## config.mk

```make
export PLATFORM = sky130hd
export DESIGN_NAME = jt12_timer_regs
export DESIGN_NICKNAME = d
export VERILOG_FILES = /design/src/rtl/jt12_timer_regs.sv
export SDC_FILE = /design/constraint.sdc
export NUM_CORES = 1
export LEC_CHECK = 0
export BUFFER_PORTS_ARGS = -buffer_cell sky130_fd_sc_hd__buf_2
export CORE_MARGIN = 2
export CORE_UTILIZATION = 50
export CTS_BUF_LIST = sky130_fd_sc_hd__clkbuf_2
export CTS_CLUSTER_DIAMETER = 50
export DETAILED_ROUTE_END_ITERATION = 16
export PLACE_DENSITY = 0.77
export SYNTH_ARGS = -nofsm -noshare
export SYNTH_HDL_FRONTEND = slang
export SYNTH_SLANG_ARGS = --single-unit
```

## constraint.sdc

```tcl
create_clock -name clk -period 1.4 [get_ports clk]
set_clock_uncertainty 0.05 [all_clocks]
set_input_delay 0 -clock clk [delete_from_list [all_inputs] [get_ports clk]]
set_output_delay 0 -clock clk [all_outputs]
set_load 0.005 [all_outputs]
```

## src/rtl/jt12_timer_regs.sv

```systemverilog
`default_nettype none
// ============================================================================
// Module      : jt12_timer_regs
// Description : CPU-side register front end for the YM2612 timer pair.
//               Decodes the address/data write sequence for part-I registers
//               0x24-0x27, drives the timer block controls and returns the
//               status byte {busy, 5'b0, flag_B, flag_A}.
// Revision    : 1.0 - initial release
// ============================================================================
module jt12_timer_regs #(
    parameter int BUSY_CYCLES = 32,
    parameter int BUSY_W      = 6
) (
    input  logic       clk,
    input  logic       rst,
    input  logic       cs_n,
    input  logic       wr_n,
    input  logic [1:0] addr,
    input  logic [7:0] din,
    output logic [7:0] dout,
    input  logic       flag_A,
    input  logic       flag_B,
    output logic [9:0] value_A,
    output logic [7:0] value_B,
    output logic       load_A,
    output logic       load_B,
    output logic       clr_run_A,
    output logic       clr_run_B,
    output logic       clr_flag_A,
    output logic       clr_flag_B,
    output logic       enable_irq_A,
    output logic       enable_irq_B,
    output logic [1:0] ch3_mode
);

    localparam logic [7:0] c_REG_TA_HI = 8'h24;
    localparam logic [7:0] c_REG_TA_LO = 8'h25;
    localparam logic [7:0] c_REG_TB    = 8'h26;
    localparam logic [7:0] c_REG_CTRL  = 8'h27;

    // Bus sample stage
    logic       r_cs_n;
    logic       r_wr_n;
    logic [1:0] r_addr;
    logic [7:0] r_din;

    // Write-event stage
    logic       r_act_prev;
    logic       r_ev;
    logic [1:0] r_ev_addr;
    logic [7:0] r_ev_din;

    // Latched register address / part and stored start bits
    logic [7:0]        r_reg_addr;
    logic              r_part;
    logic              r_start_a;
    logic              r_start_b;
    logic [BUSY_W-1:0] r_busy_cnt;

    logic w_act;
    logic w_addr_wr;
    logic w_data_wr;
    logic w_data_p1;
    logic w_busy;

    assign w_act     = ~r_cs_n & ~r_wr_n;
    assign w_addr_wr = r_ev & ~r_ev_addr[0];
    assign w_data_wr = r_ev &  r_ev_addr[0];
    // Timer state is only touched when both the bus part and latched part are I
    assign w_data_p1 = w_data_wr & ~r_ev_addr[1] & ~r_part;
    assign w_busy    = (r_busy_cnt != '0);

    // Register the raw bus signals once; reset parks the strobes inactive
    always_ff @(posedge clk) begin
        if (rst) begin
            r_cs_n <= 1'b1;
            r_wr_n <= 1'b1;
            r_addr <= '0;
            r_din  <= '0;
        end else begin
            r_cs_n <= cs_n;
            r_wr_n <= wr_n;
            r_addr <= addr;
            r_din  <= din;
        end
    end

    // Rising-edge detect of the registered strobe so a held strobe is one event
    always_ff @(posedge clk) begin
        if (rst) begin
            r_act_prev <= 1'b0;
            r_ev       <= 1'b0;
            r_ev_addr  <= '0;
            r_ev_din   <= '0;
        end else begin
            r_act_prev <= w_act;
            r_ev       <= w_act & ~r_act_prev;
            r_ev_addr  <= r_addr;
            r_ev_din   <= r_din;
        end
    end

    // Address phase: remember target register and part
    always_ff @(posedge clk) begin
        if (rst) begin
            r_reg_addr <= '0;
            r_part     <= 1'b0;
        end else if (w_addr_wr) begin
            r_reg_addr <= r_ev_din;
            r_part     <= r_ev_addr[1];
        end
    end

    // Busy counter: any data write reloads it, otherwise count down to zero
    always_ff @(posedge clk) begin
        if (rst) begin
            r_busy_cnt <= '0;
        end else if (w_data_wr) begin
            r_busy_cnt <= BUSY_W'(BUSY_CYCLES);
        end else if (w_busy) begin
            r_busy_cnt <= r_busy_cnt - BUSY_W'(1);
        end
    end

    // Timer register file; strobes default low so each lasts one clk
    always_ff @(posedge clk) begin
        if (rst) begin
            value_A      <= '0;
            value_B      <= '0;
            load_A       <= 1'b0;
            load_B       <= 1'b0;
            clr_run_A    <= 1'b0;
            clr_run_B    <= 1'b0;
            clr_flag_A   <= 1'b0;
            clr_flag_B   <= 1'b0;
            enable_irq_A <= 1'b0;
            enable_irq_B <= 1'b0;
            ch3_mode     <= '0;
            r_start_a    <= 1'b0;
            r_start_b    <= 1'b0;
        end else begin
            load_A     <= 1'b0;
            load_B     <= 1'b0;
            clr_run_A  <= 1'b0;
            clr_run_B  <= 1'b0;
            clr_flag_A <= 1'b0;
            clr_flag_B <= 1'b0;
            if (w_data_p1) begin
                case (r_reg_addr)
                    c_REG_TA_HI: value_A[9:2] <= r_ev_din;
                    c_REG_TA_LO: value_A[1:0] <= r_ev_din[1:0];
                    c_REG_TB:    value_B      <= r_ev_din;
                    c_REG_CTRL: begin
                        // Start bits act on their transition versus the stored copy
                        load_A       <=  r_ev_din[0] & ~r_start_a;
                        clr_run_A    <= ~r_ev_din[0] &  r_start_a;
                        load_B       <=  r_ev_din[1] & ~r_start_b;
                        clr_run_B    <= ~r_ev_din[1] &  r_start_b;
                        r_start_a    <= r_ev_din[0];
                        r_start_b    <= r_ev_din[1];
                        enable_irq_A <= r_ev_din[2];
                        enable_irq_B <= r_ev_din[3];
                        clr_flag_A   <= r_ev_din[4];
                        clr_flag_B   <= r_ev_din[5];
                        ch3_mode     <= r_ev_din[7:6];
                    end
                    default: ;
                endcase
            end
        end
    end

    // Status byte, registered every clk regardless of bus activity
    always_ff @(posedge clk) begin
        if (rst) begin
            dout <= '0;
        end else begin
            dout <= {w_busy, 5'b0, flag_B, flag_A};
        end
    end

endmodule
`default_nettype wire

```

Word level (Yosys, flattened, before mapping)
Cells that the tools add are included.

storage, ports and cells
  register bits = 77
  logic and storage cells = 65
  input bits = 16
  output and inout port bits = 36

operators by class
  multiplexer cells = 2
  bitwise logic cells = 22
  $add $sub $neg = 1
  equality and inequality tests = 4
  reductions and logical operators = 8

operators with widths
  operator                                                             number
  8-bit by 6-bit == test with 1-bit output (second input constant)     4
  6-bit 2-to-1 mux                                                     2
  1-bit NOT                                                            12
  1-bit AND                                                            10
  2-bit AND reduction                                                  4
  6-bit nonzero test                                                   1
  6-bit by 1-bit subtractor with 6-bit output (second input constant)  1
  3-bit OR reduction                                                   1
  2-bit nonzero test                                                   1
  2-bit OR reduction                                                   1

Longest topological paths before layout
Gate-level depths: netlist (run 1).

  depth in word-level cells = 5
  gate-level depth with buffers = 5
  gate-level depth less buffers = 5

Worst setup path after synthesis (run 1)
Ideal clock, no wire load.

  path kind = register -> register
  start point = register r_ev_addr[1]
  end point = register value_B[0]
  arrival = 1.227 ns
  stages on the path, launching flop included = 6
  period minus slack after synthesis = 1.405 ns
  setup time = 0.128 ns
  data required time = 1.222 ns
  path slack = -0.005 ns
  path buffers = 1
  cell sequence = dfxtp_1 -> nor4b_4 -> and3_1 -> buf_6 -> mux2i_1 -> nor2_1

between the ends
  longest elaborated chain between the ends = 4

ends and longest elaborated chain
  what                                  RTL line  text
  start, declared                       50        logic [1:0] r_ev_addr;
  start signal, assigned                98        r_ev_addr <= r_addr;
  1-bit NOT                             70        assign w_data_p1 = w_data_wr & ~r_ev_addr[1] & ~r_part;
  1-bit AND (2 in a row)                70
  2-bit AND reduction (no source line)  n/a
  end signal, assigned                  152       c_REG_TB: value_B <= r_ev_din;
  end, declared                         24        output logic [7:0] value_B,

No other way between the ends.
A chain may end at the register's enable or synchronous reset.

Worst setup path in the final report (run 1)
  start point = register r_reg_addr[0]
  end point = register value_B[2]

between the ends
  longest elaborated chain between the ends = 2

ends and longest elaborated chain
  what                                      RTL line  text
  start, declared                           54        logic [7:0] r_reg_addr;
  start signal, assigned                    109       r_reg_addr <= r_ev_din;
  8-bit by 6-bit == test with 1-bit output  149       case (r_reg_addr)
  2-bit AND reduction (no source line)      n/a

No other way between the ends.

==> metrics.cfg, run 1 <==
[routing]
drtIter0Drc=90
via_count=1821
firstDrtPassIters=4
wl_per_cell_microns=12.8
ant_nets=0
vias_per_cell=4.74
drc_errors=0
wl_microns=4900

[floorplanning]
placementRows=25
die_h_microns=74.4
start_util=0.521
design.core.area_sq_um=4750
ios=52
chipWidth_microns=74.4
dieArea_sq_um=5530

[logic_synthesis]
syn_area_sq_um=2470
ys_ff_latch=72
synth_common_cells=dfxtp_1 (72), nor2_1 (31), mux2i_1 (24)
syn_area_per_cell_sq_um=10.5
netlist_top_cells_area=dfxtp_1 (58%), mux2i_1 (9.7%), nor2b_1 (5.8%), nor2_1 (4.7%), nand2_1 (3.2%)
syn_inst=235
synth_ff_type=dfxtp_1
post-synth-top-count-cell=dfxtp_1
synth_top_cell_by_area=dfxtp_1
ys_types=31
synth-edff-count=0
synthArstFlopShare=0
yosysSeqAreaShare=0.582
yosysWarningCount=0
yosysTopAreaCellShare=0.582

[pwr]
total_power_mw=3.69
p_per_area_nw_per_um2=1150
leakage_nw=1.46
power_switching_mw=1.01
peakVddDrop_uv=807
pwr-share-clk=0.223
intPower_mw=2.69
seqPwrFrac=0.622
combPwrFrac=0.156
switching_share=0.273

[setup_path]
start_kind=flip-flop
path_cells=nor4bb_2 > and3_4 > buf_12 > mux2i_1 > nor2_1
r2r_cells=5
worstSetupPathType=reg -> reg
worstPathRequired_ps=1710
slowest_stage=dfxtp_1
crit_fanout=8
crit_arrival_ps=1780
crit_path_end_kind=flip-flop
r2r_setup_slack_ps=-70
cp_top_family=simple AND/OR/NAND/NOR gates
cp.depth=5
critPathBufInv=1
cp_slowest_stage_delay_ps=400

[clock_tree]
htreeDepth=3
cts_buffer_depth=2
clkLatencyLatePin_ps=460
cts_sinks=72
clockRootBuffer=clkbuf_2
cts_hold_buffers=18
cts_tree=done
cts_inserted_buffers=9
clk_pin_slew_worst_paths_ps=160

[cells_and_area]
syn_to_final_growth_pct=29.8
drive_gt1_frac=0.306
multiInputGateArea_sq_um=1040
nets=333
antenna_cells=0
num-fill-cells=401
regArea_sq_um=1450

[sta]
hold_viol=10
layout_worst_path_cycle_share=1.05
grt_setup_unrepaired=true
setup_violations=27
layout_min_cycle_time_ps=1470
worst_slack_ps=-69.3
fmax_ghz=0.681
timing.hold.ws_ps=-128
slew_violations=0

[outcome]
violations=hold timing, setup timing
outcome=finished, violations left

[grt]
grt_start_max_net_pins=26
antenna_found_initial=0
gr-total-overflow=0
grt_pass1_wl_microns=7800
grt_usage=0.193
grt_pass1_vias=1707

[place]
dp.final_hpwl_microns=3120
port_buffers=46
routabilityCongestion=0.753

[worst_hold_path]
hold_class=in -> reg
min_path_cells=2

[flow_run]
drv_cap=0

==> what timing repair did <==
action / 4_1_cts / 5_1_grt
hold endpoints to repair: 28 / 10
pin swaps: 2 / 11
buffers inserted: 3 / 1
setup endpoints to repair: 28 / 32
resized for setup: 8 / 13
==> cells by family (layout without fill, tap and decap cells) <==
| kind of cell | after synthesis | after routing | synth area share |
|---|---|---|---|
| simple gates | 101 | 101 | 0.223 |
| other cells | 1 | 5 | 0.00152 |
| buf+inv | 18 | 96 | 0.0410 |
| flops | 72 | 72 | 0.582 |
| xor+xnor | 5 | 5 | 0.0177 |
| compound gates | 12 | 12 | 0.0268 |
| fa+ha+maj | 2 | 2 | 0.0101 |
| mux | 24 | 24 | 0.0971 |
==> state kept, by name, indices dropped and copies added, names as in the netlist, 2 cells and up <==
register    count
value_A        10
r_reg_addr      8
ch3_mode        2
value_B         8
r_ev_addr       2
r_busy_cnt      6
dout            3
r_din           8
r_ev_din        8
r_addr          2
==> power by group through the flow <==
stage / Sequential (mW) / Clock, mW / Combinational (mW)
2_1_floorplan: 2.30 / 0 / 0.410
3_3_place_gp: 2.31 / 0 / 0.490
3_5_place_dp: 2.32 / 0 / 0.504
4_1_cts: 2.28 / 0.856 / 0.544
5_1_grt: 2.32 / 0.933 / 0.650
6_report: 2.30 / 0.823 / 0.575
==> layout by cell type, fill, tap and decap left out, types with 2 or more instances in the layout <==
master         count
inv_1              2
nor2b_1           23
xnor2_1            2
nor2_1            30
nor4b_4            2
conb_1             5
clkbuf_2          10
nand3_2            2
dfxtp_2            3
dlygate4sd3_1     18
buf_12             2
or2_2              2
clkinv_1           2
buf_2             46
nand2_1           21
mux2i_1           24
a21oi_1           10
buf_4             12
ha_1               2
nand2b_1           3
dfxtp_1           69
buf_6              3
xor2_1             3
nor4bb_2           2
nor4b_2            4
==> layout make-up <==
class | count | area share
Timing Repair Buffer | 81 | 0.179
Clock inverter | 3 | 0.00390
Sequential cell | 72 | 0.450
Inverter | 2 | 0.00234
Tap cell | 67 | 0.0261
Multi-Input combinational cell | 149 | 0.323
Clock buffer | 10 | 0.0156
==> through the flow <==
stage	setup slack [ps]	cells	util	TNS, ps	instance area, sq um
global route	-158	384	0.676	-3130	3210
finish	-69.3	384	0.676	-865	3210
floorplan	0.266	239	-	0	2490
global placement	-0.506	349	0.596	-0.506	2830
detailed placement	-96.2	349	0.596	-881	2830
CTS	-48.3	383	0.660	-520	3140
==> layer usage <==
layer	part of all wire	GRT usage	vias up
li1	-	-	918
met3	0.045	0.0542	5
met4	0.0094	0.0853	0
met5	0	0	-
met2	0.52	0.322	42
met1	0.43	0.232	856
==> path summary, 6_finish.rpt <==
check                      from     endpoint
setup / recovery  r_reg_addr[0]   value_B[2]
hold / removal              rst   value_B[2]
setup reg to reg  r_reg_addr[0]   value_B[2]
hold reg to reg        r_din[3]  r_ev_din[3]
(Power assumes the default switching activity.)
==> inputs of run 2 (changes only) <==
--- a/config.mk
+++ b/config.mk
@@ -6,6 +6,7 @@
 export NUM_CORES = 1
 export LEC_CHECK = 0
 export BUFFER_PORTS_ARGS = -buffer_cell sky130_fd_sc_hd__buf_2
+export CORE_ASPECT_RATIO = 0.75
 export CORE_MARGIN = 2
 export CORE_UTILIZATION = 50
 export CTS_BUF_LIST = sky130_fd_sc_hd__clkbuf_2
==> metrics.cfg, run 2 (synthesis gave the netlist of run 1 again) <==
[outcome]
outcome=finished, violations left
violations=hold timing, setup timing

[setup_path]
reg2reg_to=value_B[2]
cp_slowest_stage_delay_ps=380  ; -20 ps
cp_top_family=simple AND/OR/NAND/NOR gates
slowest_stage=and4bb_4
worstSetupPathType=reg -> reg
regToRegStartpoint=r_reg_addr[6]
path_cells=and4bb_4 > and3_4 > buf_6 > mux2i_1 > nor2_1
crit_arrival_ps=1830  ; +50 ps
critPathBufInv=1  ; unchanged
r2r_cells=5  ; unchanged
start_kind=flip-flop
worstPathRequired_ps=1750  ; +40 ps
r2r_setup_slack_ps=-80  ; about the same
crit_path_end_kind=flip-flop
crit_fanout=5  ; -3

[place]
routabilityCongestion=0.839  ; +11%
place_ws_ps=-71.8  ; +24.4 ps
port_buffers=46  ; unchanged
dp.final_hpwl_microns=2930  ; -6.1%

[floorplanning]
chipWidth_microns=85.2  ; +15%
ios=52  ; unchanged
dieArea_sq_um=5530  ; +0.11%
design.core.area_sq_um=4820  ; +1.3%
placementRows=22  ; -12%
start_util=0.514  ; -0.00676
die_h_microns=64.9  ; -13%

[cells_and_area]
antenna_cells=0  ; unchanged
regArea_sq_um=1450  ; +0.43%
multiInputGateArea_sq_um=1050  ; +1.2%
top_register=value_A
syn_to_final_growth_pct=41.3
final_common_cell=dfxtp_1
nets=352  ; +5.7%
num-fill-cells=324  ; -19%
largest_register_ffs=10  ; unchanged
final_cell_mix=dfxtp_1 (66), buf_2 (46), dlygate4sd3_1 (40)
drive_gt1_frac=0.298  ; -0.00806

[clock_tree]
cts_sinks=72  ; unchanged
cts_tree=done
cts_inserted_buffers=9  ; unchanged
cts_buffer_depth=2  ; unchanged
htreeDepth=3  ; unchanged
clkLatencyLatePin_ps=520  ; +60 ps
clk_pin_slew_worst_paths_ps=180  ; +20 ps
clockRootBuffer=clkbuf_2

[sta]
worst_slack_ps=-79.8  ; -10.5 ps
layout_min_cycle_time_ps=1480  ; +10.5 ps
grt_setup_unrepaired=true
setup_violations=30  ; +11%
layout_worst_path_cycle_share=1.06  ; +0.00750
slew_violations=0  ; unchanged
timing.hold.ws_ps=-199  ; -71.0 ps
fmax_ghz=0.676  ; -0.71%
hold_viol=9  ; -1
setup_tns_ps=-1180  ; -312 ps

[routing]
firstDrtPassIters=4  ; unchanged
ant_nets=0  ; unchanged
wl_per_cell_microns=13.6  ; +6.9%
wl_microns=5440  ; +11%
drc_errors=0  ; unchanged
via_count=1917  ; +5.3%
vias_per_cell=4.80  ; +1.3%
drtIter0Drc=87  ; -3.3%

[worst_hold_path]
min_path_cells=3  ; +1
worstHoldStart=rst
hold_class=in -> reg
min_to=r_busy_cnt[0]

[grt]
grt_pass1_vias=1860  ; +9.0%
grtUsageMet1=0.248  ; +0.0158
grtUsageMet3=0.0803  ; +0.0261
gr-total-overflow=0  ; unchanged
grt_usage=0.208  ; +0.0158
use_met2=0.352  ; +0.0291
grt_start_max_net_pins=39  ; +50%
grt_pass1_wl_microns=8800  ; +13%
grt.busiest_layer=met2
antenna_found_initial=0  ; unchanged

[pwr]
peakVddDrop_uv=987  ; +22%
p_per_area_nw_per_um2=1220  ; +5.6%
leakage_nw=1.59  ; +8.7%

[flow_run]
drv_cap=0  ; unchanged

## run 2: changes by cell type in the layout (fill, tap and decap cells not counted), moves of 2 or more
cell,previous run,this run
buf_4,12,9
clkinvlp_4,0,3
dlygate4sd3_1,18,40
nor4bb_4,0,2
dfxtp_2,3,5
bufinv_16,0,2
nor4bb_2,2,0
dfxtp_1,69,66
## run 2: metal layers
metal / up-vias / wire [microns]
met3: 9 / 236
met5: - / 0
li1: 965 / -
met1: 902 / 2400
met2: 41 / 2730
met4: 0 / 80
## run 2: final cells by class
class	instances	share of cell area
clock inverters	7	0.0272
multi-input cells	149	0.301
repair buffers	100	0.221
flip-flops and latches	72	0.415
inverters	2	0.00215
well taps	60	0.0215
clock buffers	9	0.0129
## run 2: per-stage QoR
step / hold WS, ps / area (sq um) / power [mW] / util / std cells
finish: -199 / 3500 / 4.25 / 0.726 / 399
global route: -200 / 3500 / 4.49 / 0.726 / 399
CTS: -242 / 3370 / 4.20 / 0.699 / 394
detailed placement: 136 / 2810 / 2.82 / 0.583 / 340
floorplan: 53.8 / 2490 / 2.71 / - / 239
global placement: 135 / 2810 / 2.80 / 0.583 / 340
## run 2: where the power goes
part           total [mW]  internal (mW)  switching [mW]
sequential           2.30           2.18           0.119
combinational       0.629          0.345           0.284
clock                1.32          0.589           0.735
total                4.25           3.11            1.14
## run 2: how the worst max path moves through the flow
| stage | endpoint | cells after the start | from |
|---|---|---|---|
| floorplan | value_B[0] | 5 | r_reg_addr[4] |
| global placement | value_B[3] | 5 | r_reg_addr[2] |
| detailed placement | value_A[2] | 4 | r_reg_addr[0] |
| CTS | value_B[2] | 5 | r_reg_addr[6] |
| global route | value_A[1] | 6 | r_reg_addr[4] |
| finish | value_B[2] | 5 | r_reg_addr[6] |
## run 2: worst register-to-register path: stages, from the launching register on
cell	delay, ps
dfxtp_2	360
and4bb_4	380
and3_4	210
buf_6	130
mux2i_1	190
nor2_1	60
## run 2: what timing repair did
item                                    in CTS  in global routing
setup buffers                                2                  1
gates resized for setup                     10                 17
endpoints found under the setup margin      26                 36
endpoints found under the hold margin       60                 24
hold buffers                                36                  4
pin swaps                                    2                  7
